## src/rtl/mips_pkg.sv

```systemverilog
// rtl/mips_pkg.sv - shared pipeline hazard types and mult/div latency defaults
package mips_pkg;

    localparam int MULT_LAT_DEF = 5;
    localparam int DIV_LAT_DEF  = 10;

    typedef logic [1:0] tuse_t;
    typedef logic [1:0] tnew_t;
    typedef logic [4:0] reg_t;

    localparam tuse_t TUSE_NONE = 2'd3;

    // A source stalls when a pending writer of that register cannot forward in time.
    function automatic logic src_hazard(
        input reg_t  src,
        input tuse_t tuse,
        input reg_t  wa_e,
        input tnew_t tnew_e,
        input reg_t  wa_m,
        input tnew_t tnew_m
    );
        logic hit_e;
        logic hit_m;
        hit_e = (src == wa_e) && (tnew_e > tuse);
        hit_m = (src == wa_m) && (tnew_m > tuse);
        return (src != 5'd0) && (tuse != TUSE_NONE) && (hit_e || hit_m);
    endfunction

endpackage

```

## src/rtl/md_busy_timer.sv

```systemverilog
// rtl/md_busy_timer.sv - mult/div unit occupancy down-counter
module md_busy_timer
    import mips_pkg::*;
#(
    parameter int MULT_LAT = MULT_LAT_DEF,
    parameter int DIV_LAT  = DIV_LAT_DEF
) (
    input  logic clk,
    input  logic reset,
    input  logic start,
    input  logic is_div,
    output logic busy
);

    localparam logic [3:0] MULT_LOAD = 4'(MULT_LAT);
    localparam logic [3:0] DIV_LOAD  = 4'(DIV_LAT);

    logic [3:0] cnt_q;
    logic [3:0] cnt_d;

    // A new start always reloads, so a start while busy restarts the count.
    always_comb begin
        cnt_d = cnt_q;
        if (start) begin
            cnt_d = is_div ? DIV_LOAD : MULT_LOAD;
        end else if (cnt_q != 4'd0) begin
            cnt_d = cnt_q - 4'd1;
        end
    end

    always_ff @(posedge clk or negedge reset) begin
        if (!reset) begin
            cnt_q <= 4'd0;
        end else begin
            cnt_q <= cnt_d;
        end
    end

    assign busy = reset && (start || (cnt_q != 4'd0));

endmodule

```

## src/rtl/hazard_ctrl.sv

```systemverilog
// rtl/hazard_ctrl.sv - pipeline stall/bubble control with stall-cycle counter
module hazard_ctrl
    import mips_pkg::*;
#(
    parameter int MULT_LAT = MULT_LAT_DEF,
    parameter int DIV_LAT  = DIV_LAT_DEF
) (
    input  logic        clk,
    input  logic        reset,
    input  logic [4:0]  rs_d,
    input  logic [4:0]  rt_d,
    input  logic [1:0]  tuse_rs_d,
    input  logic [1:0]  tuse_rt_d,
    input  logic [4:0]  wa_e,
    input  logic [4:0]  wa_m,
    input  logic [1:0]  tnew_e,
    input  logic [1:0]  tnew_m,
    input  logic        md_use_d,
    input  logic        md_start_e,
    input  logic        md_div_e,
    input  logic        stall_clr,
    output logic        en_pc,
    output logic        en_d,
    output logic        clr_e,
    output logic        md_busy,
    output logic [31:0] stall_cycles
);

    logic        stall_rs;
    logic        stall_rt;
    logic        stall;
    logic [31:0] stall_cycles_q;
    logic [31:0] stall_cycles_d;

    md_busy_timer #(
        .MULT_LAT (MULT_LAT),
        .DIV_LAT  (DIV_LAT)
    ) u_md_busy_timer (
        .clk    (clk),
        .reset  (reset),
        .start  (md_start_e),
        .is_div (md_div_e),
        .busy   (md_busy)
    );

    assign stall_rs = src_hazard(rs_d, tuse_rs_d, wa_e, tnew_e, wa_m, tnew_m);
    assign stall_rt = src_hazard(rt_d, tuse_rt_d, wa_e, tnew_e, wa_m, tnew_m);

    // Reset masks all hazards so the front end runs freely while held.
    assign stall = reset && (stall_rs || stall_rt || (md_use_d && md_busy));

    assign en_pc = ~stall;
    assign en_d  = ~stall;
    assign clr_e = stall;

    always_comb begin
        stall_cycles_d = stall_cycles_q;
        if (stall_clr) begin
            stall_cycles_d = 32'd0;
        end else if (stall && (stall_cycles_q != 32'hFFFF_FFFF)) begin
            stall_cycles_d = stall_cycles_q + 32'd1;
        end
    end

    always_ff @(posedge clk or negedge reset) begin
        if (!reset) begin
            stall_cycles_q <= 32'd0;
        end else begin
            stall_cycles_q <= stall_cycles_d;
        end
    end

    assign stall_cycles = stall_cycles_q;

endmodule

```

## config.mk

```make
export PLATFORM = sky130hd
export DESIGN_NAME = hazard_ctrl
export DESIGN_NICKNAME = d
export VERILOG_FILES = /design/src/rtl/mips_pkg.sv /design/src/rtl/md_busy_timer.sv /design/src/rtl/hazard_ctrl.sv
export SDC_FILE = /design/constraint.sdc
export NUM_CORES = 1
export LEC_CHECK = 0
export CORE_AREA = 2 2 76 78
export DETAILED_ROUTE_END_ITERATION = 7
export DIE_AREA = 0 0 78 80
export GPL_TIMING_DRIVEN = 0
export MAX_ROUTING_LAYER = met4
export PLACE_DENSITY_LB_ADDON = 0.15
export SLEW_MARGIN = 10
export SYNTH_ARGS = -nofsm -noshare
export SYNTH_HDL_FRONTEND = slang
export SYNTH_SLANG_ARGS = --single-unit
```

## constraint.sdc

```tcl
create_clock -name clk -period 3 [get_ports clk]
set_input_delay 0.6 -clock clk [delete_from_list [all_inputs] [get_ports clk]]
set_output_delay 0.6 -clock clk [all_outputs]
set_load 0.02 [all_outputs]
```

# --- After elaboration in Yosys (flattened, before gate mapping) ---
# Index checks and enable logic that the tools add are counted.
op_classes:
  addsub: 2
  eq_ne: 7
  reduce_logical: 22
  mux: 5
  n_bitwise: 1
  n_lt_le_gt_ge: 4
op_table:
  columns: ["op", "count"]
  rows:
  - ["32-bit two-way mux", 2]
  - ["32-bit by 1-bit adder with 32-bit output, second input constant", 1]
  - ["32-bit != test, second input constant", 1]
  - ["5-bit == test", 4]
  - ["1-bit logical AND", 12]
  - ["4-bit two-way mux", 3]
  - ["5-bit nonzero test", 2]
  - ["2-bit greater-than comparator", 4]
  - ["1-bit logical OR", 5]
  - ["2-bit != test, second input constant", 2]
  - ["2-bit nonzero test", 2]
  - ["4-bit nonzero test", 1]
  - ["4-bit by 1-bit subtractor with 4-bit output, second input constant", 1]
  - ["1-bit NOT", 1]
totals:
  register_bits: 36
  word_cells: 43
  out_inout_bits: 36
  inputBits: 34

# --- Logic depth before layout (Yosys ltp) ---
depth:
  ltp_word: 10
  mapped_depth: 12
  depth_no_buf: 9

# --- Hierarchy ---
# Synthesis repeated with hierarchy kept, for this count alone.
hier_totals:
  cells_unflattened: 304
  area_unflattened_um2: 2605.0
modules_own_cells:
  columns: ["module", "instances", "area_each_um2", "cells_each", "seq_area_each_um2"]
  rows:
  - ["hazard_ctrl", 1, 2351.0, 278, 800.8]
  - ["md_busy_timer", 1, 254.0, 26, 100.1]

# --- Least setup slack after synthesis ---
# No wires, ideal clock.
synth_path:
  path_kind: "input port to output port"
  startpoint: "input tuse_rt_d[1]"
  endpoint: "output en_pc"
  path_buffers: 4
  required_ns: 2.400
  path_stages: 11
  arrival_ns: 2.290
  slack_ns: 0.110
  cell_sequence: "inv_1 ha_1 nand2_1 nand4_1 nor4_1 o2111ai_1 and3_1 buf_6 buf_6 buf_2 buf_4"
synth_between:
  elab_chain_cells: 8
  elab_cells_between_ends: 12
  cone_classes: "order compare (2); eq/ne (1); bitwise (1); reduce/logical (8)"
synth_lines:
  columns: ["item", "line", "rtl"]
  rows:
  - ["from (decl)", "hazard_ctrl.sv:13", "input logic [1:0] tuse_rt_d,"]
  - ["2-bit greater-than comparator (on tied branches)", "mips_pkg.sv:24, mips_pkg.sv:25", null]
  - ["1-bit logical AND (on tied branches)", "mips_pkg.sv:24, mips_pkg.sv:25", null]
  - ["1-bit logical OR", "mips_pkg.sv:26", "return (src != 5'd0) && (tuse != TUSE_NONE) && (hit_e || hit_m);"]
  - ["1-bit logical AND (*)", "mips_pkg.sv:26", null]
  - ["1-bit logical OR (*) (2 in series)", "hazard_ctrl.sv:50", "assign stall = reset && (stall_rs || stall_rt || (md_use_d && md_busy));"]
  - ["1-bit logical AND (*)", "hazard_ctrl.sv:50", null]
  - ["1-bit NOT (*)", null, null]
  - ["to (decl)", "hazard_ctrl.sv:22", "output logic en_pc,"]
# Every way passes the cells marked *; elsewhere a longest branch is shown, timed or not.

# --- Final worst setup path ---
layout_path:
  startpoint: "input tuse_rs_d[1]"
  endpoint: "output en_pc"
layout_between:
  elab_chain_cells: 8
  elab_cells_between_ends: 12
  cone_classes: "order compare (2); eq/ne (1); bitwise (1); reduce/logical (8)"
layout_lines:
  columns: ["item", "line", "rtl"]
  rows:
  - ["from (decl)", "hazard_ctrl.sv:12", "input logic [1:0] tuse_rs_d,"]
  - ["2-bit greater-than comparator (on tied branches)", "mips_pkg.sv:24, mips_pkg.sv:25", null]
  - ["1-bit logical AND (on tied branches)", "mips_pkg.sv:24, mips_pkg.sv:25", null]
  - ["1-bit logical OR", "mips_pkg.sv:26", null]
  - ["1-bit logical AND (*)", "mips_pkg.sv:26", null]
  - ["1-bit logical OR (*) (2 in series)", "hazard_ctrl.sv:50", null]
  - ["1-bit logical AND (*)", "hazard_ctrl.sv:50", null]
  - ["1-bit NOT (*)", "hazard_ctrl.sv:52", "assign en_pc = ~stall;"]
# Marked as above.

==> metrics.txt <==
# TYPE chip_impl_metric gauge
chip_impl_metric{name="core.rowCount",unit=""} 27
chip_impl_metric{name="number_of_warnings_printed_during_yosys_synthesis",unit=""} 0
chip_impl_metric{name="cp_data_arrival_time",unit="ps"} 2290
chip_impl_info{name="worstSetupEndpointType",value="output port"} 1
chip_impl_metric{name="fin_nets",unit=""} 430
chip_impl_metric{name="num_antenna_cells",unit=""} 0
chip_impl_metric{name="placed_cell_area",unit="µm²"} 3379
chip_impl_info{name="rr_startpoint",value="stall_cycles[5]"} 1
chip_impl_metric{name="power.density_cell_area",unit="nW/µm²"} 313.0
chip_impl_metric{name="area.sequential",unit="µm²"} 900.9
chip_impl_metric{name="die_w",unit="µm"} 78
chip_impl_metric{name="worst_r2r_path_depth",unit=""} 6
chip_impl_metric{name="first_global_vias",unit=""} 2556
chip_impl_metric{name="cts_num_sinks",unit=""} 36
chip_impl_metric{name="fillerInstances",unit=""} 481
chip_impl_metric{name="floorplan_core_area",unit="µm²"} 5405
chip_impl_metric{name="cts_hold_repair.buffers",unit=""} 0
chip_impl_metric{name="timing.hold.ws",unit="ps"} 221.8
chip_impl_metric{name="rrSetupSlack",unit="ps"} 500
chip_impl_metric{name="power.static_leakage",unit="nW"} 1.378
chip_impl_metric{name="ys_types",unit=""} 39
chip_impl_metric{name="post_drt_via_cell_ratio",unit=""} 5.699
chip_impl_metric{name="total_power",unit="mW"} 1.109
chip_impl_metric{name="fp.dieArea",unit="µm²"} 6240
chip_impl_info{name="clock_tree_from_tritoncts",value="built"} 1
chip_impl_metric{name="postLayoutCoreUtil",unit="%"} 65.53
chip_impl_metric{name="antenna_found_initial",unit=""} 0
chip_impl_metric{name="synth_cells",unit=""} 305
chip_impl_metric{name="multi_input_area",unit="µm²"} 1650
chip_impl_metric{name="crit_fanout",unit=""} 6
chip_impl_info{name="outcome",value="finished clean"} 1
chip_impl_info{name="criticalPathCategory",value="primary input to output port"} 1
chip_impl_metric{name="via_count",unit=""} 2610
chip_impl_metric{name="post-route-min-period",unit="ps"} 2890
chip_impl_metric{name="routed_wire_length_per_instance",unit="µm"} 15.86
chip_impl_info{name="yosysTopAreaCell",value="sky130_fd_sc_hd__dfrtp_1"} 1
chip_impl_metric{name="share_of_post_route_cells_with_drive_strength_above_1",unit="%"} 14.51
chip_impl_metric{name="finClkSkew",unit="ps"} 6.546
chip_impl_info{name="synth_flop_cell",value="sky130_fd_sc_hd__dfrtp_1"} 1
chip_impl_metric{name="design.portCount",unit=""} 70
chip_impl_metric{name="syn_nets",unit=""} 350
chip_impl_metric{name="worst_setup_hold_path_clk_slew",unit="ps"} 70
chip_impl_info{name="reg2reg_to",value="stall_cycles[27]"} 1
chip_impl_metric{name="hold_viol",unit=""} 0
chip_impl_metric{name="gp_congestion",unit=""} 0.8380
chip_impl_metric{name="finalCritPeriodShare",unit="%"} 96.32
chip_impl_metric{name="fin_area",unit="µm²"} 3542
chip_impl_metric{name="final-setup-viol-count",unit=""} 0
chip_impl_metric{name="count_of_input_and_output_buffers",unit=""} 69
chip_impl_metric{name="setup_ws",unit="ps"} 110.4
chip_impl_metric{name="max_slew.worst_pin.slew",unit="ps"} 630.3
chip_impl_metric{name="worst-endpoint-required",unit="ps"} 2400
chip_impl_info{name="start_kind",value="primary input"} 1
chip_impl_metric{name="grt_use_total",unit="%"} 24.54
chip_impl_metric{name="synth_async_reset_ratio",unit="%"} 100.0
chip_impl_metric{name="post-dp-hpwl",unit="mm"} 5.253
chip_impl_metric{name="die_h",unit="µm"} 80
chip_impl_metric{name="dr.pass1.iters",unit=""} 4
chip_impl_metric{name="yosysTopAreaCellShare",unit="%"} 34.87
chip_impl_metric{name="timing.final.max_slew_violations",unit=""} 0
chip_impl_metric{name="max_clock_freq",unit="MHz"} 346.1
chip_impl_metric{name="ctsLongestPathBuffers",unit=""} 2
chip_impl_metric{name="syn-mean-instance-area",unit="µm²"} 8.471
chip_impl_info{name="top_cell_types_by_occurrence_after_synthesis",value="36 x sky130_fd_sc_hd__dfrtp_1, 26 x sky130_fd_sc_hd__a21oi_1, 25 x sky130_fd_sc_hd__nand2_1"} 1
chip_impl_metric{name="number_of_flops_mapped_to_enable_cells_by_yosys",unit=""} 0
chip_impl_metric{name="synth.ff_latch_count",unit=""} 36
chip_impl_metric{name="max-slew-margin-rel",unit="%"} 57.70
chip_impl_info{name="hold_path.class",value="primary input to asynchronous set/reset pin"} 1
chip_impl_metric{name="detailedPlace.worstSlack",unit="ps"} -1098
chip_impl_info{name="synthMostInstantiatedCell",value="sky130_fd_sc_hd__dfrtp_1"} 1
chip_impl_info{name="synth_area_leaders",value="sky130_fd_sc_hd__dfrtp_1 35%, sky130_fd_sc_hd__ha_1 5.3%, sky130_fd_sc_hd__a21oi_1 5.0%"} 1
chip_impl_metric{name="cts_inserted_buffers",unit=""} 5
chip_impl_metric{name="grt_overflow_total",unit=""} 0
chip_impl_metric{name="first_iter_violations",unit=""} 118
chip_impl_metric{name="initial_utilization",unit="%"} 47.80
chip_impl_metric{name="largest_net_degree_at_the_start_of_global_routing",unit=""} 26
chip_impl_metric{name="ant_nets",unit=""} 0
chip_impl_info{name="clock_tree.root_cell",value="sky130_fd_sc_hd__clkbuf_8"} 1
chip_impl_metric{name="grt_first_pass_wirelength",unit="mm"} 11.83
chip_impl_metric{name="cap_viol_max_count",unit=""} 0
chip_impl_metric{name="insertion_delay_to_the_later_sink_of_the_worst_skew_pair",unit="ps"} 290
chip_impl_metric{name="synth_seq_area_share",unit="%"} 34.87
chip_impl_metric{name="max_ir_drop_vdd",unit="V"} 0.0002499
chip_impl_metric{name="area_growth",unit="%"} 37.09
chip_impl_metric{name="post_synth_instance_area",unit="µm²"} 2584
chip_impl_metric{name="clock_tree.htree_level_count",unit=""} 2
chip_impl_info{name="unrepaired_setup_endpoints_after_global_routing",value="false"} 1
chip_impl_metric{name="drt_wl_total",unit="mm"} 7.266
chip_impl_metric{name="remaining_drc_errors",unit=""} 0
-- final cells by class --
type | instances | share of cell area [%]
Clock buffer | 8 | 2.543
Tap cell | 72 | 2.543
Buffer | 13 | 1.907
Inverter | 12 | 1.272
Multi-Input combinational cell | 242 | 46.59
Timing Repair Buffer | 75 | 19.71
Sequential cell | 36 | 25.43
-- critical path, stage by stage --
cell and delay (ps):
sky130_fd_sc_hd__clkbuf_2 100, sky130_fd_sc_hd__inv_2 50, sky130_fd_sc_hd__ha_1 290, sky130_fd_sc_hd__nand2_1 90
sky130_fd_sc_hd__nand4_1 120, sky130_fd_sc_hd__nor4_2 250, sky130_fd_sc_hd__o2111ai_1 190, sky130_fd_sc_hd__and3_4 230
sky130_fd_sc_hd__buf_8 120, sky130_fd_sc_hd__buf_4 120, sky130_fd_sc_hd__buf_6 120
-- registers in the layout (all words and copies together), names as in the netlist --
signal / cells
stall_cycles: 32
u_md_busy_timer.cnt_q: 4
-- how the worst max path moves through the flow --
stage / start / endpoint / slack [ps] / cells past startpoint
final: tuse_rs_d[1] / en_pc / 110 / 11
after global routing: tuse_rt_d[0] / en_pc / 20 / 10
after CTS: tuse_rs_d[1] / en_pc / 0.3 / 12
after detailed placement: tuse_rt_d[1] / en_pc / -1100 / 13
after global placement: reset / en_pc / -1780 / 8
after floorplan: tuse_rt_d[1] / en_pc / 110 / 11
-- through the flow --
stage	std cells	TNS, ps
floorplan	305	0
global placement	446	-37000
detailed placement	447	-12680
CTS	459	0
global route	458	0
finish	458	0
-- cells in the final DEF, fill, tap and decap left out, drive strengths merged, types with 3 or more instances in the layout --
cell           synthesis  final
dfrtp                 36     36
mux2                  12     12
nor3                  10     10
o21ai                 16     16
nor3b                  4      4
or3                   14     14
or4                    9      9
and3                   6      6
nand2                 27     27
nand3                 14     14
xor2                   9      9
clkdlybuf4s50          0     41
inv                   12     12
a21oi                 26     26
dlygate4sd2            0     16
clkdlybuf4s15          0      3
xnor2                 12     12
nor2                  23     23
nor4                   7      7
nand4                 11     11
ha                    11     11
clkbuf                 7     19
o31ai                  8      8
buf                    8     16
nor2b                 13     13
-- routing by layer --
layer  vias to the layer above  share of wire, %  track usage, %
met5                         -                 0               -
met4                         0               1.7           9.298
met3                        11               5.9           4.299
met2                        84                49           40.78
met1                      1251                43           30.06
li1                       1264                 -               -
-- where the power goes --
part           total, mW  switching [mW]  internal [mW]
clock              0.367           0.179          0.188
sequential         0.512          0.0145          0.497
combinational      0.230           0.124          0.106
total               1.11           0.318          0.791
-- repair_timing --
action,CTS,global route
buffers inserted,5,0
pin swaps,18,8
endpoints found under the setup margin,19,6
resized for setup,52,18
-- cells by family (layout without fill, tap and decap cells) --
group | count (synthesis) | count (layout) | share of synthesized area (%)
flip-flops | 36 | 36 | 34.87
buffers and inverters | 27 | 108 | 4.843
AO/OA/AOI/OAI | 54 | 54 | 11.77
adder cells (fa/ha/maj) | 11 | 11 | 5.327
AND/OR/NAND/NOR | 143 | 143 | 30.46
XOR/XNOR | 21 | 21 | 7.119
multiplexers | 13 | 13 | 5.617
(Power assumes the default switching activity.)
